===== src/rtl/accum_pkg.sv =====
// accum_pkg: definitions shared by the correlator accumulator readout path.
//
// Contents:
//   NUM_ACC_DEFAULT / ACC_W_DEFAULT  default accumulator count and width
//   TS_W                             width of the optional dump timestamp
//   FRAME_EXTRA                      extra words per frame (timestamp word)
//   readout_state_e                  readout FSM state (idle / sending)
//   frame_len()                      words per frame for a given accumulator count
//
// Build option: ACC_READOUT_TIMESTAMP_EN appends a 16-bit dump timestamp word
// to every frame.

package accum_pkg;

    localparam int unsigned NUM_ACC_DEFAULT = 6;
    localparam int unsigned ACC_W_DEFAULT   = 16;
    localparam int unsigned TS_W            = 16;

`ifdef ACC_READOUT_TIMESTAMP_EN
    localparam int unsigned FRAME_EXTRA = 1;
`else
    localparam int unsigned FRAME_EXTRA = 0;
`endif

    localparam int unsigned FRAME_LEN_DEFAULT = NUM_ACC_DEFAULT + FRAME_EXTRA;

    typedef enum logic {
        StIdle = 1'b0,
        StSend = 1'b1
    } readout_state_e;

    function automatic int unsigned frame_len(input int unsigned num_acc);
        return num_acc + FRAME_EXTRA;
    endfunction

endpackage


===== src/rtl/sat_counter.sv =====
// sat_counter: saturating up-counter with synchronous clear.
//
// Ports:
//   clk    in   clock
//   rstn   in   asynchronous active-low reset (count -> 0)
//   clear  in   synchronous clear
//   inc    in   increment request
//   count  out  current count, sticks at all-ones
//
// A clear and an increment in the same cycle load 1, so the event that
// coincides with the clear is not lost.

module sat_counter #(
    parameter int unsigned WIDTH = 8
) (
    input  logic             clk,
    input  logic             rstn,
    input  logic             clear,
    input  logic             inc,
    output logic [WIDTH-1:0] count
);

    logic [WIDTH-1:0] count_q, count_d;

    always_comb begin
        count_d = count_q;
        if (clear) begin
            count_d = inc ? WIDTH'(1) : '0;
        end else if (inc && (count_q != '1)) begin
            count_d = count_q + WIDTH'(1);
        end
    end

    always_ff @(posedge clk or negedge rstn) begin
        if (!rstn) begin
            count_q <= '0;
        end else begin
            count_q <= count_d;
        end
    end

    assign count = count_q;

endmodule


===== src/rtl/accum_readout.sv =====
// accum_readout: drains correlator accumulator dumps onto a valid/ready stream.
//
// On dump_enable while idle, all NUM_ACC accumulator values are captured in one
// cycle and then sent one word per accepted transfer, index 0 first. Dumps that
// arrive while a frame is still draining are dropped and counted in missed_cnt,
// except a dump coinciding with the final transfer, which starts the next frame
// back-to-back.
//
// Ports:
//   clk           in   system clock
//   rstn          in   asynchronous active-low reset
//   dump_enable   in   single-cycle dump strobe
//   accum_bus     in   NUM_ACC*ACC_W accumulator values, word k at [k*ACC_W +: ACC_W]
//   out_valid     out  stream word valid
//   out_ready     in   consumer accepts the word
//   out_data      out  stream word
//   out_index     out  index of the current word
//   out_last      out  final word of the frame
//   missed_cnt    out  saturating count of dropped dumps
//   clear_missed  in   synchronous clear of missed_cnt
//
// Build option: ACC_READOUT_TIMESTAMP_EN adds a free-running 16-bit dump
// counter whose post-increment value is sent as word NUM_ACC of each frame.
// out_index is 3 bits wide, so the frame must fit in 8 words.

module accum_readout
    import accum_pkg::*;
#(
    parameter int unsigned NUM_ACC = NUM_ACC_DEFAULT,
    parameter int unsigned ACC_W   = ACC_W_DEFAULT,
    parameter int unsigned MISS_W  = 8
) (
    input  logic                     clk,
    input  logic                     rstn,
    input  logic                     dump_enable,
    input  logic [NUM_ACC*ACC_W-1:0] accum_bus,
    output logic                     out_valid,
    input  logic                     out_ready,
    output logic [ACC_W-1:0]         out_data,
    output logic [2:0]               out_index,
    output logic                     out_last,
    output logic [MISS_W-1:0]        missed_cnt,
    input  logic                     clear_missed
);

    localparam int unsigned FRAME_LEN = frame_len(NUM_ACC);
    localparam logic [2:0]  LAST_IDX  = 3'(FRAME_LEN - 1);

    readout_state_e state_q, state_d;
    logic [2:0]     idx_q, idx_d;

    // Packed so the whole bus loads in one assignment; snap_q[k] is word k.
    logic [NUM_ACC-1:0][ACC_W-1:0] snap_q;

    logic xfer;
    logic last_xfer;
    logic accept;
    logic miss;
    logic [ACC_W-1:0] word_sel;

    assign xfer      = (state_q == StSend) && out_ready;
    assign last_xfer = xfer && (idx_q == LAST_IDX);

    // A dump is taken when idle, or when the frame empties in the same cycle.
    assign accept = dump_enable && ((state_q == StIdle) || last_xfer);
    assign miss   = dump_enable && !accept;

    // ------------------------------------------------------------------
    // FSM and word index
    // ------------------------------------------------------------------
    always_comb begin
        state_d = state_q;
        idx_d   = idx_q;
        case (state_q)
            StIdle: begin
                if (dump_enable) begin
                    state_d = StSend;
                    idx_d   = '0;
                end
            end
            StSend: begin
                if (xfer) begin
                    if (idx_q == LAST_IDX) begin
                        state_d = accept ? StSend : StIdle;
                        idx_d   = '0;
                    end else begin
                        idx_d = idx_q + 3'd1;
                    end
                end
            end
            default: begin
                state_d = StIdle;
                idx_d   = '0;
            end
        endcase
    end

    always_ff @(posedge clk or negedge rstn) begin
        if (!rstn) begin
            state_q <= StIdle;
            idx_q   <= '0;
        end else begin
            state_q <= state_d;
            idx_q   <= idx_d;
        end
    end

    // ------------------------------------------------------------------
    // Snapshot register
    // ------------------------------------------------------------------
    always_ff @(posedge clk or negedge rstn) begin
        if (!rstn) begin
            snap_q <= '0;
        end else if (accept) begin
            snap_q <= accum_bus;
        end
    end

`ifdef ACC_READOUT_TIMESTAMP_EN
    // ------------------------------------------------------------------
    // Dump timestamp: counts every strobe, accepted or not, and the frame
    // carries the value after its own dump has been counted.
    // ------------------------------------------------------------------
    logic [TS_W-1:0] ts_cnt_q;
    logic [TS_W-1:0] ts_snap_q;
    logic [TS_W-1:0] ts_next;

    assign ts_next = ts_cnt_q + TS_W'(1);

    always_ff @(posedge clk or negedge rstn) begin
        if (!rstn) begin
            ts_cnt_q  <= '0;
            ts_snap_q <= '0;
        end else begin
            if (dump_enable) begin
                ts_cnt_q <= ts_next;
            end
            if (accept) begin
                ts_snap_q <= ts_next;
            end
        end
    end
`endif

    // ------------------------------------------------------------------
    // Output word select
    // ------------------------------------------------------------------
    always_comb begin
        word_sel = '0;
        for (int k = 0; k < NUM_ACC; k++) begin
            if (idx_q == 3'(k)) begin
                word_sel = snap_q[k];
            end
        end
`ifdef ACC_READOUT_TIMESTAMP_EN
        if (idx_q == 3'(NUM_ACC)) begin
            word_sel = ACC_W'(ts_snap_q);
        end
`endif
    end

    assign out_valid = (state_q == StSend);
    assign out_data  = (state_q == StSend) ? word_sel : '0;
    assign out_index = idx_q;
    assign out_last  = (state_q == StSend) && (idx_q == LAST_IDX);

    // ------------------------------------------------------------------
    // Missed-dump counter
    // ------------------------------------------------------------------
    sat_counter #(
        .WIDTH (MISS_W)
    ) u_missed_cnt (
        .clk   (clk),
        .rstn  (rstn),
        .clear (clear_missed),
        .inc   (miss),
        .count (missed_cnt)
    );

endmodule


===== config.mk =====
export PLATFORM = sky130hd
export DESIGN_NAME = accum_readout
export DESIGN_NICKNAME = d
export VERILOG_FILES = /design/src/rtl/accum_pkg.sv /design/src/rtl/sat_counter.sv /design/src/rtl/accum_readout.sv
export SDC_FILE = /design/constraint.sdc
export NUM_CORES = 1
export LEC_CHECK = 0
export CAP_MARGIN = 20
export CORE_ASPECT_RATIO = 0.7
export CORE_MARGIN = 2
export CORE_UTILIZATION = 50
export DETAILED_ROUTE_END_ITERATION = 16
export GPL_ROUTABILITY_DRIVEN = 0
export PLACE_DENSITY = 0.87
export SETUP_SLACK_MARGIN = 0.4
export SYNTH_ARGS = -nofsm -noshare
export SYNTH_HDL_FRONTEND = slang
export SYNTH_SLANG_ARGS = --single-unit

===== constraint.sdc =====
create_clock -name clk -period 2.7 [get_ports clk]
set_input_delay 0.27 -clock clk [delete_from_list [all_inputs] [get_ports clk]]
set_output_delay 0.27 -clock clk [all_outputs]
set_load 0.005 [all_outputs]

==> run metrics <==
Static Leak=0.00320 uW; post-route ant nets=0; CTS Buffer Depth=2; VDD IR max=0.525 mV; Crit-path slowest cell=a222oi_1; most common cell in the netlist=dfrtp_1; HPWL Detailed=9490 microns; Clock Sinks=108; crit path cell chain=and2_4, ha_4, buf_6, buf_8, a222oi_1, nor2_1, buf_2; async set-reset flop share out of synthesis=100%; Yosys reg bits=108; period utilization=88.9%; Fin. Hold Viols=0; first-pass GRT wire length=22800 microns; area delta synth->final=37.9%; top cell type's share of synthesized area=50.5%; Mapped Area=5360 sq um; TritonRoute pass-1 iters=6; clk_skew=0.00556 ns; crit path kind=reg -> out; Finish-stage setup viols=0; Starting Density=51.5%; Yosys warnings=0; full die area=11600 sq um; Critical Path AT=2.13 ns; number of global-route vias before repair=4126; Wirelength per Cell=21.4 microns; Worst Path Max Fanout=6; FF-to-FF setup slack=0.53 ns; Slew @ Worst Pin=0.513 ns; Nets=650; Post-Syn Instances=397; worst reg2reg path startpoint=out_index[0]; number of buffers created by CTS=9; RR Endpoint=snap_q[84]; top cells by area, synth=dfrtp_1, mux2_2, mux2_4; cell type with the largest total area after synthesis=dfrtp_1; count of pins over their slew limit=0; worst skew pair latency=0.35 ns; max_cap viols=0; RSZ-0062 raised after global routing=yes; # IOs=130; Overall Power=8260 uW; status=finished clean; minimum clock period=2.40 ns; initial antenna violation count=0; Fmax achieved=0.417 GHz; Power Density=1120 nW/um^2; drt drc=0; n_diodes=0; Mapped Nets=500; num rows=31; Fin Setup TNS=0 ns; die height=90.6 microns; synthesized area per cell=13.5 sq um; Worst path max stage delay=0.51 ns; Crit. End Element=output port; Hold WC Path Type=in -> async; Clock transition at path regs=0.07 ns; Crit path required time=2.43 ns; CTS tree=built; initial DRC count=361; I/O Buffers=129; Total GRT Usage=26.0%; sequential share of the synthesized area=50.5%; Placeable Area=10400 sq um; Startpoint Class=flip-flop; # H-tree levels=3; synth cell count leaders=dfrtp_1, mux2_2, mux2_4, o21ai_0, nor2_1; Root Buffer=clkbuf_16; drt total wl=14600 microns; Die W=128 microns; Slew headroom=65.8%; Distinct cells, synth=46; overflow left after global routing=0; Synth Flop Type=dfrtp_1; Post-synth EDFFs=0; r2r worst-path depth=8; DR vias/cell=5.82; routed vias=3984; share of layout cells above drive strength 1=36.2%; largest net degree at the start of global routing=53
==> power by group <==
| part | leakage [uW] | switching (uW) | internal, uW | total, uW |
|---|---|---|---|---|
| registers | 0.00132 | 488 | 2380 | 2860 |
| clock network | 0.000153 | 577 | 838 | 1410 |
| logic | 0.00173 | 1690 | 2280 | 3980 |
==> registers in the layout, indices dropped and copies added, names as in the netlist <==
register and cells:
out_valid 1, snap_q 96, out_index 3, u_missed_cnt.count 8
==> metrics by stage <==
stage | utilization [%] | std cells | hold WS (ns) | area, sq um | setup slack (ns)
5_1_grt | 71.0 | 684 | 0.439 | 7380 | 0.287
3_3_place_gp | 65.0 | 644 | 0.234 | 6750 | 0.295
4_1_cts | 70.1 | 679 | 0.411 | 7290 | 0.266
6_report | 71.0 | 684 | 0.401 | 7380 | 0.300
2_1_floorplan | - | 397 | -0.0256 | 5360 | 0.582
3_5_place_dp | 65.0 | 644 | 0.253 | 6750 | 0.254
==> kinds of logic (layout without fill, tap and decap cells) <==
group,Yosys count,count (layout),share of synthesized area (%)
adders and majority gates,2,2,0.467
DFF,108,108,50.5
and+or+nand+nor,57,57,6.24
buffers and inverters,32,187,4.53
muxes,130,130,29.7
AOI/OAI and AO/OA,66,66,8.22
xor gates and xnor gates,2,2,0.327
==> layout make-up <==
type	count	area, sq um
fillers	689	3010
flip-flops and latches	108	2710
multi-input cells	257	2480
repair buffers	168	1700
clock buffers	12	246
well taps	132	165
clock inverters	4	72.6
inverters	3	11.3
==> worst max path at each step <==
stage	cells after the start	from	endpoint
finish	7	out_index[0]	out_data[6]
global placement	7	out_index[0]	out_data[15]
CTS	9	out_index[0]	out_data[13]
floorplan	8	out_index[2]	out_data[11]
global route	7	out_index[0]	out_data[6]
detailed placement	7	out_index[0]	out_data[15]
==> what timing repair did <==
| action | in CTS | in global routing |
|---|---|---|
| setup endpoints to repair | 17 | 16 |
| gates resized for setup | 90 | 14 |
| setup buffers | 15 | 3 |
| pin swaps | 30 | 17 |
| gates cloned | 3 | 2 |
| hold buffers | 1 | 0 |
| hold endpoints to repair | 30 | 0 |
==> critical path: cells and delay by family, from the launching register on <==
kind / cells / cell delay (ns)
AOI/OAI and AO/OA: 1 / 0.51
adders and majority gates: 1 / 0.18
buffers and inverters: 3 / 0.40
DFF: 1 / 0.43
and+or+nand+nor: 2 / 0.26
==> routing by layer <==
metal	GRT usage, %	routed length, microns	part of all wire [%]	up-vias
li1	-	-	-	1769
met1	38.6	6760	46	2019
met2	37.9	6520	45	177
met3	6.64	1120	7.6	19
met4	7.78	245	1.7	0
met5	0	0	0	-
==> layout by cell type, fill, tap and decap left out, types with 2 or more instances in the layout <==
| cell | netlist | final |
|---|---|---|
| clkdlybuf4s50_1 | 0 | 112 |
| dfrtp_1 | 108 | 106 |
| mux2_2 | 73 | 73 |
| mux2_4 | 40 | 40 |
| o21ai_0 | 37 | 26 |
| nor2_1 | 22 | 21 |
| buf_4 | 4 | 16 |
| a222oi_1 | 15 | 15 |
| buf_2 | 9 | 14 |
| mux2i_1 | 17 | 13 |
| buf_6 | 2 | 13 |
| clkbuf_16 | 0 | 11 |
| o21ai_1 | 0 | 10 |
| nand2b_1 | 5 | 5 |
| buf_12 | 5 | 5 |
| a211oi_1 | 4 | 4 |
| nand2_1 | 5 | 4 |
| a21oi_1 | 4 | 4 |
| mux2i_2 | 0 | 3 |
| and3_1 | 3 | 3 |
| nand3_1 | 3 | 3 |
| nor3_1 | 3 | 3 |
| and2_4 | 1 | 2 |
| inv_1 | 2 | 2 |
| nand2_2 | 1 | 2 |
| bufinv_16 | 0 | 2 |
| clkbuf_1 | 8 | 2 |
| buf_16 | 0 | 2 |
| dfrtp_2 | 0 | 2 |
Note: power is estimated with default switching activity, not from simulation.
